===== src/rtl/pinmux_pkg.sv =====
// Shared definitions for the pin-routing break-before-make sequencer.
// Holds the FSM state type, the default group count and the index of each
// switched pin group (matching the sw12..sw15 mode switches).
package pinmux_pkg;

    localparam int unsigned NUM_GROUPS = 4;

    // Group indices; bit position in sw_req / sel / hiz.
    localparam int unsigned GRP_PS2   = 0;  // sw12
    localparam int unsigned GRP_VGA   = 1;  // sw13, VGA / pmodC
    localparam int unsigned GRP_AUDIO = 2;  // sw14, audio / pmodB
    localparam int unsigned GRP_UART  = 3;  // sw15, USB UART / Prop Plug

    typedef enum logic [1:0] {
        StIdle,
        StBreak,
        StMake
    } state_e;

endpackage


===== src/rtl/pinmux_sequencer_guard_timer.sv =====
// guard_timer: loadable down-counter used to time the break and settle windows.
//   clock         : clock
//   reset         : synchronous active-high reset, clears the count
//   load_i        : load load_value_i this cycle (takes priority over dec_i)
//   load_value_i  : value to load
//   dec_i         : decrement by one; saturates at zero
//   zero_o        : current count is zero
module guard_timer #(
    parameter int unsigned WIDTH = 4
) (
    input  logic             clock,
    input  logic             reset,
    input  logic             load_i,
    input  logic [WIDTH-1:0] load_value_i,
    input  logic             dec_i,
    output logic             zero_o
);

    logic [WIDTH-1:0] count_q, count_d;

    always_comb begin
        count_d = count_q;
        if (load_i) begin
            count_d = load_value_i;
        end else if (dec_i && (count_q != '0)) begin
            count_d = count_q - WIDTH'(1);
        end
    end

    always_ff @(posedge clock) begin
        if (reset) begin
            count_q <= '0;
        end else begin
            count_q <= count_d;
        end
    end

    assign zero_o = (count_q == '0);

endmodule


===== src/rtl/pinmux_sequencer.sv =====
// pinmux_sequencer: applies debounced routing-switch changes to the pad
// multiplexer selects one group at a time, tristating the group's pads for a
// guard window before the select flips and a settle window after it.
//   clock     : clock (slow_clk domain)
//   reset     : synchronous active-high reset
//   enable    : allow new transactions to start
//   sw_req    : requested select per group (debounced switch levels)
//   sel       : applied select per group
//   hiz       : force-tristate per group (at most one bit set)
//   core_hold : hold the core in reset while HOLD_GROUP is being swapped
//   busy      : transaction in progress
module pinmux_sequencer #(
    parameter int unsigned NUM_GROUPS    = pinmux_pkg::NUM_GROUPS,
    parameter int unsigned GUARD_CYCLES  = 16,
    parameter int unsigned SETTLE_CYCLES = 16,
    parameter int unsigned HOLD_GROUP    = pinmux_pkg::GRP_UART
) (
    input  logic                  clock,
    input  logic                  reset,
    input  logic                  enable,
    input  logic [NUM_GROUPS-1:0] sw_req,
    output logic [NUM_GROUPS-1:0] sel,
    output logic [NUM_GROUPS-1:0] hiz,
    output logic                  core_hold,
    output logic                  busy
);

    import pinmux_pkg::*;

    localparam int unsigned MAX_CYC = (GUARD_CYCLES > SETTLE_CYCLES) ? GUARD_CYCLES
                                                                      : SETTLE_CYCLES;
    localparam int unsigned CNT_W   = (MAX_CYC > 1) ? $clog2(MAX_CYC) : 1;
    localparam int unsigned GRP_W   = (NUM_GROUPS > 1) ? $clog2(NUM_GROUPS) : 1;

    state_e                state_q, state_d;
    logic [GRP_W-1:0]      grp_q, grp_d;
    logic [NUM_GROUPS-1:0] sel_q, sel_d;
    logic [NUM_GROUPS-1:0] hiz_q, hiz_d;
    logic                  core_hold_q, core_hold_d;
    logic                  busy_q, busy_d;

    logic [NUM_GROUPS-1:0] pending;
    logic                  grant_valid;
    logic [GRP_W-1:0]      grant_idx;

    logic                  tmr_load;
    logic [CNT_W-1:0]      tmr_value;
    logic                  tmr_dec;
    logic                  tmr_zero;

    // Fixed-priority grant: lowest pending index wins, so scan high to low.
    always_comb begin
        pending     = enable ? (sw_req ^ sel_q) : '0;
        grant_valid = |pending;
        grant_idx   = '0;
        for (int i = int'(NUM_GROUPS) - 1; i >= 0; i--) begin
            if (pending[i]) begin
                grant_idx = GRP_W'(i);
            end
        end
    end

    always_comb begin
        state_d     = state_q;
        grp_d       = grp_q;
        sel_d       = sel_q;
        hiz_d       = hiz_q;
        core_hold_d = core_hold_q;
        busy_d      = busy_q;
        tmr_load    = 1'b0;
        tmr_value   = '0;
        unique case (state_q)
            StIdle: begin
                if (grant_valid) begin
                    state_d             = StBreak;
                    grp_d               = grant_idx;
                    hiz_d               = '0;
                    hiz_d[grant_idx]    = 1'b1;
                    busy_d              = 1'b1;
                    core_hold_d         = (grant_idx == GRP_W'(HOLD_GROUP));
                    tmr_load            = 1'b1;
                    tmr_value           = CNT_W'(GUARD_CYCLES - 1);
                end
            end
            StBreak: begin
                if (tmr_zero) begin
                    // Sample the live switch level: a revert during the break
                    // leaves sel unchanged and the transaction simply finishes.
                    sel_d[grp_q] = sw_req[grp_q];
                    state_d      = StMake;
                    tmr_load     = 1'b1;
                    tmr_value    = CNT_W'(SETTLE_CYCLES - 1);
                end
            end
            StMake: begin
                if (tmr_zero) begin
                    hiz_d       = '0;
                    core_hold_d = 1'b0;
                    busy_d      = 1'b0;
                    state_d     = StIdle;
                end
            end
            default: begin
                state_d = StIdle;
            end
        endcase
    end

    assign tmr_dec = (state_q != StIdle);

    guard_timer #(
        .WIDTH (CNT_W)
    ) u_guard_timer (
        .clock        (clock),
        .reset        (reset),
        .load_i       (tmr_load),
        .load_value_i (tmr_value),
        .dec_i        (tmr_dec),
        .zero_o       (tmr_zero)
    );

    always_ff @(posedge clock) begin
        if (reset) begin
            state_q     <= StIdle;
            grp_q       <= '0;
            sel_q       <= '0;
            hiz_q       <= '0;
            core_hold_q <= 1'b0;
            busy_q      <= 1'b0;
        end else begin
            state_q     <= state_d;
            grp_q       <= grp_d;
            sel_q       <= sel_d;
            hiz_q       <= hiz_d;
            core_hold_q <= core_hold_d;
            busy_q      <= busy_d;
        end
    end

    assign sel       = sel_q;
    assign hiz       = hiz_q;
    assign core_hold = core_hold_q;
    assign busy      = busy_q;

endmodule


===== config.mk =====
export PLATFORM = sky130hd
export DESIGN_NAME = pinmux_sequencer
export DESIGN_NICKNAME = d
export VERILOG_FILES = /design/src/rtl/pinmux_pkg.sv /design/src/rtl/pinmux_sequencer_guard_timer.sv /design/src/rtl/pinmux_sequencer.sv
export SDC_FILE = /design/constraint.sdc
export NUM_CORES = 1
export LEC_CHECK = 0
export CAP_MARGIN = 20
export CORE_UTILIZATION = 53
export DETAILED_ROUTE_END_ITERATION = 8
export GPL_TIMING_DRIVEN = 1
export PLACE_DENSITY = 0.89
export SYNTH_ARGS = -nofsm -noshare
export SYNTH_HDL_FRONTEND = slang
export SYNTH_HIERARCHICAL = 1
export SYNTH_SLANG_ARGS = --single-unit
export TNS_END_PERCENT = 5

===== constraint.sdc =====
create_clock -name clock -period 4.7 [get_ports clock]
set_clock_uncertainty 0.2 [all_clocks]
set_input_delay 1.175 -clock clock [delete_from_list [all_inputs] [get_ports clock]]
set_output_delay 1.175 -clock clock [all_outputs]
set_load 0.05 [all_outputs]

==> Flow_metrics.wiki, run 1 <==
{| class="wikitable"
! Metric !! Value
|-
| Clk sink count || 17
|-
| Leading cell types by total area after synthesis || sky130_fd_sc_hd__dfxtp_1, sky130_fd_sc_hd__mux2i_1, sky130_fd_sc_hd__inv_1
|-
| Height of the die || 43.0 um
|-
| Multiplexer area fraction after synthesis || 0.0563
|-
| N_diodes || 0
|-
| Most frequent cells after synthesis || sky130_fd_sc_hd__dfxtp_1, sky130_fd_sc_hd__inv_1, sky130_fd_sc_hd__nor2_1
|-
| Buffers inserted by post-CTS timing repair || 0
|-
| Endpoint required time on the critical path || 4.70 ns
|-
| Data arrival time of the worst path || 3.31 ns
|-
| Worst Path Max Fanout || 8
|-
| Number of antenna violations at the first check in global routing || 0
|-
| Number of optimization iterations in the first detailed-route pass || 4
|-
| Post-DP Area || 1060 um^2
|-
| Biggest area consumer among synthesized cells || sky130_fd_sc_hd__dfxtp_1
|-
| Max Clock Freq || 0.302 GHz
|-
| Setup crit end kind || flip-flop
|-
| Run status || completed
|-
| Non-filler instance count after layout || 133
|-
| Startpoint types || input pin
|-
| Placed wire-length estimate || 1.31 mm
|-
| FFs w/ async S/R, synth || 0
|-
| Worst setup path start || sw_req[2]
|-
| Number of buffers inserted for hold repair after clock tree synthesis || 0
|-
| Max-cap check violation count || 0
|-
| Total global routing overflow || 0
|-
| Count of warnings emitted by yosys || 6
|-
| 1st-iter DRT viols || 20
|-
| Input/output buffers || 16
|-
| CTS Root Cell || sky130_fd_sc_hd__clkbuf_4
|-
| Time the final worst path needs with I/O delays and setup || 3.32 ns
|-
| H-tree Lvls || 1
|-
| Worst setup path class || input pin to flip-flop
|-
| Type of the tightest min-delay check || flip-flop to flip-flop
|-
| Global-route usage over all layers || 0.226
|-
| Post-CTS resize count || 0
|-
| CTS tree || yes
|-
| DRC violation count after routing || 0
|-
| Via count of the first global-routing pass || 711
|-
| Number of enable flip-flop cells after synthesis || 0
|-
| Final cycle utilization of the critical path || 0.705
|-
| Most repeated cell in the gate-level netlist after synthesis || sky130_fd_sc_hd__dfxtp_1
|-
| X dimension of the die || 43.0 um
|-
| Count of nets left with antenna violations after detail routing || 0
|-
| Placed Cells || 129
|-
| Setup TNS Final || 0 ns
|-
| Register bit count reported by yosys || 17
|-
| Starting utilization of the core area || 0.577
|-
| Final setup fails || 0
|-
| Static leakage power || 0.408 nW
|-
| Total routed wirelength || 1.84 mm
|-
| Xor and xnor fraction of the mapped netlist area || 0.0492
|-
| Post-layout nets || 126
|-
| Actual slew at the worst max-slew pin || 0.782 ns
|-
| Share of the synthesized area in compound gates (AO/OA/AOI/OAI) || 0.215
|-
| Main combinational cell family by area after synthesis || simple AND/OR/NAND/NOR gates
|-
| DR vias || 772
|-
| Post-route cell area || 1090 um^2
|-
| Dominant register cell in the synthesized netlist || sky130_fd_sc_hd__dfxtp_1
|-
| Core region area || 1540 um^2
|-
| Worst vdd rail ir drop || 0.000447 V
|-
| Simple logic cell fraction of the synthesized area || 0.224
|-
| Area of the die || 1850 um^2
|-
| Post-Syn Area per Cell || 8.99 um^2
|-
| Nets in the synthesized netlist || 107
|-
| Beginning of the worst register-to-register path || u_guard_timer/count_q[1]$_SDFFE_PP0P_
|-
| Standard-cell rows || 14
|-
| Fraction of final layout cells sized beyond drive strength 1 || 0.0855
|-
| Clock slew at the register clock pins of the worst setup and hold paths || 0.11 ns
|-
| Clock tree buffer depth || 2
|-
| Gate Count Post-Synth || 99
|-
| First-pass GRT wire length || 3.07 mm
|-
| Number of failing hold endpoints at the final stage || 0
|-
| Pwr Density || 516 nW/um^2
|-
| Sequential element share of the synthesized area || 0.383
|-
| RSZ-0062 raised after global routing || false
|-
| Routability cong. || 0.922
|-
| Slew Limit Fails || 0
|-
| Pin count of the biggest net entering global routing || 22
|-
| Vias per std cell || 5.80
|-
| Number of different library cells in the post-synthesis netlist || 33
|-
| Overall power after layout || 561 uW
|-
| TritonCTS Buffers || 3
|-
| Routed length per instance || 13.9 um
|-
| Boundary Pins || 17
|-
| Area of the mapped netlist || 890 um^2
|-
| Clock latency on the worst-skew pair || 0.30 ns
|-
| Area Growth Syn to Fin || 22.1%
|-
| Synth top area share || 0.383
|-
| Max_slew headroom || 0.477
|-
| Adder-cell share of the synthesized area || 0.0141
|-
| Min-Delay Startpoint || hiz[2]$_SDFFE_PP0P_
|}
kinds of logic (layout without fill, tap and decap cells):
| kind of cell | Yosys count | in the layout |
|---|---|---|
| and+or+nand+nor | 35 | 35 |
| AOI/OAI and AO/OA | 23 | 23 |
| DFF | 17 | 17 |
| buffers and inverters | 13 | 31 |
| xor gates and xnor gates | 5 | 5 |
| muxes | 5 | 5 |
| adders and majority gates | 1 | 1 |
stage by stage:
stage,hold slack [ns],worst slack (ns),utilization
2_1_floorplan,0.284,1.83,-
3_3_place_gp,0.261,1.25,0.687
3_5_place_dp,0.273,1.09,0.687
4_1_cts,0.289,1.42,0.705
5_1_grt,0.311,1.23,0.705
6_report,0.284,1.39,0.705
layer usage:
layer | up-vias | track usage | share of wire
met4 | 0 | 0.127 | 0.018
met5 | - | 0 | 0
met1 | 343 | 0.280 | 0.43
met2 | 34 | 0.358 | 0.49
li1 | 390 | - | -
met3 | 5 | 0.0553 | 0.062
critical path, stage by stage:
cell and delay [ns]:
sky130_fd_sc_hd__clkdlybuf4s50_1 0.45, sky130_fd_sc_hd__xnor2_1 0.28, sky130_fd_sc_hd__a21boi_2 0.14, sky130_fd_sc_hd__o21ai_0 0.42, sky130_fd_sc_hd__nand2_1 0.29, sky130_fd_sc_hd__nand2_1 0.13, sky130_fd_sc_hd__nor2_1 0.05, sky130_fd_sc_hd__a311o_1 0.36
report_power, final:
group          internal [mW]  leakage [nW]  switching, mW
registers              0.176         0.139         0.0284
logic                  0.104         0.251          0.170
clock network         0.0318        0.0177         0.0511
total                  0.312         0.408          0.249
placed cells by master, fill, tap and decap left out:
cell type and count:
sky130_fd_sc_hd__nor3b_1 2, sky130_fd_sc_hd__dfxtp_1 17, sky130_fd_sc_hd__nand3_1 1, sky130_fd_sc_hd__clkinv_2 1, sky130_fd_sc_hd__nand4b_1 1, sky130_fd_sc_hd__a311oi_1 2, sky130_fd_sc_hd__nor2_1 10, sky130_fd_sc_hd__o21ai_0 2
sky130_fd_sc_hd__a2111oi_4 1, sky130_fd_sc_hd__or3b_4 1, sky130_fd_sc_hd__a21oi_1 6, sky130_fd_sc_hd__a21boi_2 1, sky130_fd_sc_hd__a21bo_2 2, sky130_fd_sc_hd__nand2b_1 2, sky130_fd_sc_hd__nor4b_2 1, sky130_fd_sc_hd__nand2_1 5
sky130_fd_sc_hd__a211oi_1 2, sky130_fd_sc_hd__nand3b_1 3, sky130_fd_sc_hd__inv_1 11, sky130_fd_sc_hd__clkbuf_4 3, sky130_fd_sc_hd__mux2i_1 5, sky130_fd_sc_hd__a21o_1 1, sky130_fd_sc_hd__xnor2_1 2, sky130_fd_sc_hd__o21a_1 1
sky130_fd_sc_hd__clkdlybuf4s50_1 16, sky130_fd_sc_hd__nor2b_1 3, sky130_fd_sc_hd__nand4_1 2, sky130_fd_sc_hd__a311o_1 1, sky130_fd_sc_hd__or3_1 1, sky130_fd_sc_hd__o32ai_1 3, sky130_fd_sc_hd__nor3_1 3, sky130_fd_sc_hd__ha_1 1
sky130_fd_sc_hd__o31a_1 1, sky130_fd_sc_hd__xor2_1 3
layout make-up:
cell class,count,area (um^2)
clock inverter,1,5.00
fill,119,455
inverter,11,41.3
timing repair buffer,16,160
sequential,17,340
multi-input combinational,69,497
clock buffer,3,22.5
tap,16,20.0
flip-flops by register name (all words and copies together), names as in the netlist:
signal,cells
hiz,4
grp_q,2
sel,4
busy,1
u_guard_timer/count_q,4
state_q,2
worst paths after layout:
| kind | end | slack [ns] | cells past startpoint |
|---|---|---|---|
| worst max-delay path | u_guard_timer/count_q[1]$_SDFFE_PP0P_ | 1.39 | 8 |
| worst min-delay path | hiz[2]$_SDFFE_PP0P_ | 0.28 | 2 |
| worst max register to register | u_guard_timer/count_q[1]$_SDFFE_PP0P_ | 2.14 | 8 |
| worst min register to register | hiz[2]$_SDFFE_PP0P_ | 0.28 | 2 |
Power figures use the tool's default switching activity.
==> inputs of run 2 (changes only) <==
--- a/config.mk
+++ b/config.mk
@@ -6,10 +6,10 @@
 export NUM_CORES = 1
 export LEC_CHECK = 0
 export CAP_MARGIN = 20
-export CORE_UTILIZATION = 53
+export CORE_UTILIZATION = 49
 export DETAILED_ROUTE_END_ITERATION = 8
 export GPL_TIMING_DRIVEN = 1
-export PLACE_DENSITY = 0.89
+export PLACE_DENSITY = 0.84
 export SYNTH_ARGS = -nofsm -noshare
 export SYNTH_HDL_FRONTEND = slang
 export SYNTH_HIERARCHICAL = 1
==> constraint.sdc (replaced) <==
create_clock -name clock -period 3.3 [get_ports clock]
set_clock_uncertainty 0.2 [all_clocks]
set_input_delay 0.825 -clock clock [delete_from_list [all_inputs] [get_ports clock]]
set_output_delay 0.825 -clock clock [all_outputs]
set_load 0.05 [all_outputs]
==> run 2 against run 1 <==
- critical path depth is the same
- sequential cell count did not move
- clock-buffer cell count is 1 higher
- non-clock buffer count is 1 higher
- critical path type unchanged
- sequential power is 43% higher
- largest cell class unchanged
- wire length is 0.27% lower
- critical endpoint unchanged
==> Flow_metrics.wiki, run 2 (same netlist as run 1, synthesis figures left out) <==
{| class="wikitable"
! Metric !! Value
|-
| Routability cong. || 0.779
|-
| Max-cap check violation count || 0
|-
| Pin count of the biggest net entering global routing || 21
|-
| Actual slew at the worst max-slew pin || 0.504 ns
|-
| Pwr Density || 720 nW/um^2
|-
| Via count of the first global-routing pass || 687
|-
| Max Clock Freq || 0.342 GHz
|-
| Setup TNS Final || 0 ns
|-
| Worst setup path class || input pin to flip-flop
|-
| Endpoint required time on the critical path || 3.28 ns
|-
| Number of failing hold endpoints at the final stage || 0
|-
| Worst Path Max Fanout || 8
|-
| Type of the tightest min-delay check || flip-flop to flip-flop
|-
| Count of nets left with antenna violations after detail routing || 0
|-
| Slew Limit Fails || 0
|-
| Smallest setup slack after layout || 0.378 ns
|-
| Clk sink count || 17
|-
| Fraction of final layout cells sized beyond drive strength 1 || 0.0847
|-
| Hold Path Depth || 2
|-
| X dimension of the die || 44.6 um
|-
| Vias per std cell || 5.45
|-
| Max_slew headroom || 0.663
|-
| Final setup fails || 0
|-
| Area of the die || 1990 um^2
|-
| Input/output buffers || 16
|-
| Boundary Pins || 17
|-
| Post-route cell area || 1100 um^2
|-
| Run status || completed
|-
| Worst vdd rail ir drop || 0.000494 V
|-
| Starting utilization of the core area || 0.521
|-
| Time the final worst path needs with I/O delays and setup || 2.92 ns
|-
| Core region area || 1710 um^2
|-
| Number of buffers inserted for hold repair after clock tree synthesis || 0
|-
| Global-route usage over all layers || 0.218
|-
| Number of antenna violations at the first check in global routing || 0
|-
| Static leakage power || 0.410 nW
|-
| DR vias || 780
|-
| Placed wire-length estimate || 1.36 mm
|-
| Data arrival time of the worst path || 2.90 ns
|-
| Standard-cell rows || 15
|-
| H-tree Lvls || 1
|-
| Clock tree buffer depth || 2
|-
| First-pass GRT wire length || 3.08 mm
|-
| Cell depth of the worst flop-to-flop path || 8
|-
| Number of optimization iterations in the first detailed-route pass || 4
|-
| Clock slew at the register clock pins of the worst setup and hold paths || 0.10 ns
|-
| CTS Root Cell || sky130_fd_sc_hd__clkbuf_4
|-
| Routed length per instance || 12.9 um
|-
| Buffers inserted by post-CTS timing repair || 0
|-
| CTS tree || yes
|-
| Most common cell after layout, fill and taps aside || sky130_fd_sc_hd__dfxtp_1
|-
| Clock latency on the worst-skew pair || 0.30 ns
|-
| Post-CTS resize count || 0
|-
| Highest-count cells in the layout ignoring fill and taps || sky130_fd_sc_hd__dfxtp_1, sky130_fd_sc_hd__clkdlybuf4s50_1, sky130_fd_sc_hd__inv_1
|-
| Post-layout nets || 127
|-
| Area Growth Syn to Fin || 24.1%
|-
| TritonCTS Buffers || 3
|-
| Height of the die || 44.6 um
|-
| RSZ-0062 raised after global routing || false
|-
| Total global routing overflow || 0
|-
| Total routed wirelength || 1.84 mm
|-
| Startpoint types || input pin
|-
| Overall power after layout || 795 uW
|-
| Post-DP Area || 1080 um^2
|-
| 1st-iter DRT viols || 29
|-
| Worst setup slack before clock tree synthesis || 0.0943 ns
|-
| Final design utilization || 0.646
|-
| Final cycle utilization of the critical path || 0.885
|-
| N_diodes || 0
|-
| Setup crit end kind || flip-flop
|-
| DRC violation count after routing || 0
|}
run 2: cell count changes in the layout (fill, tap and decap cells not counted):
cell	change
sky130_fd_sc_hd__buf_4	+1
sky130_fd_sc_hd__clkbuf_1	+1
sky130_fd_sc_hd__clkinv_2	-1
run 2: through the flow:
step | instances | hold slack [ns]
floorplan | 99 | 0.284
global placement | 139 | 0.262
detailed placement | 139 | 0.269
CTS | 143 | 0.283
global route | 143 | 0.295
finish | 143 | 0.282
run 2: worst paths after layout:
| check | start | end | slack [ns] |
|---|---|---|---|
| worst max-delay path | sw_req[0] | u_guard_timer/count_q[1]$_SDFFE_PP0P_ | 0.38 |
| worst min register to register | hiz[1]$_SDFFE_PP0P_ | hiz[1]$_SDFFE_PP0P_ | 0.28 |
| worst max register to register | u_guard_timer/count_q[1]$_SDFFE_PP0P_ | u_guard_timer/count_q[1]$_SDFFE_PP0P_ | 0.74 |
| worst min-delay path | hiz[1]$_SDFFE_PP0P_ | hiz[1]$_SDFFE_PP0P_ | 0.28 |
run 2: routing by layer:
metal	track usage	wire (um)	vias to the layer above
met2	0.341	881	37
met1	0.271	795	344
li1	-	-	388
met3	0.0490	104	11
met5	0	0	-
met4	0.133	55	0
run 2: power breakdown:
part / internal (mW) / switching (mW)
clock network: 0.0471 / 0.0671
logic: 0.149 / 0.241
registers: 0.250 / 0.0409
total: 0.446 / 0.349
run 2: layout make-up:
type / count / area [um^2]
Clock buffer: 4 / 26.3
Fill cell: 145 / 604
Inverter: 11 / 41.3
Multi-Input combinational cell: 69 / 497
Sequential cell: 17 / 340
Tap cell: 25 / 31.3
Timing Repair Buffer: 17 / 168
run 2: worst max-delay path: stages:
cell	delay (ns)
sky130_fd_sc_hd__clkdlybuf4s50_1	0.44
sky130_fd_sc_hd__xor2_1	0.19
sky130_fd_sc_hd__o21a_1	0.24
sky130_fd_sc_hd__o21ai_0	0.38
sky130_fd_sc_hd__nand2_1	0.29
sky130_fd_sc_hd__nand2_1	0.14
sky130_fd_sc_hd__nor2_1	0.05
sky130_fd_sc_hd__a311o_1	0.33
==> inputs of run 3 (changes only) <==
--- a/config.mk
+++ b/config.mk
@@ -14,4 +14,4 @@
 export SYNTH_HDL_FRONTEND = slang
 export SYNTH_HIERARCHICAL = 1
 export SYNTH_SLANG_ARGS = --single-unit
-export TNS_END_PERCENT = 5
+export TNS_END_PERCENT = 30
==> results of run 3 <==
The final DEF is identical to that of run 2; final timing and power are the same.
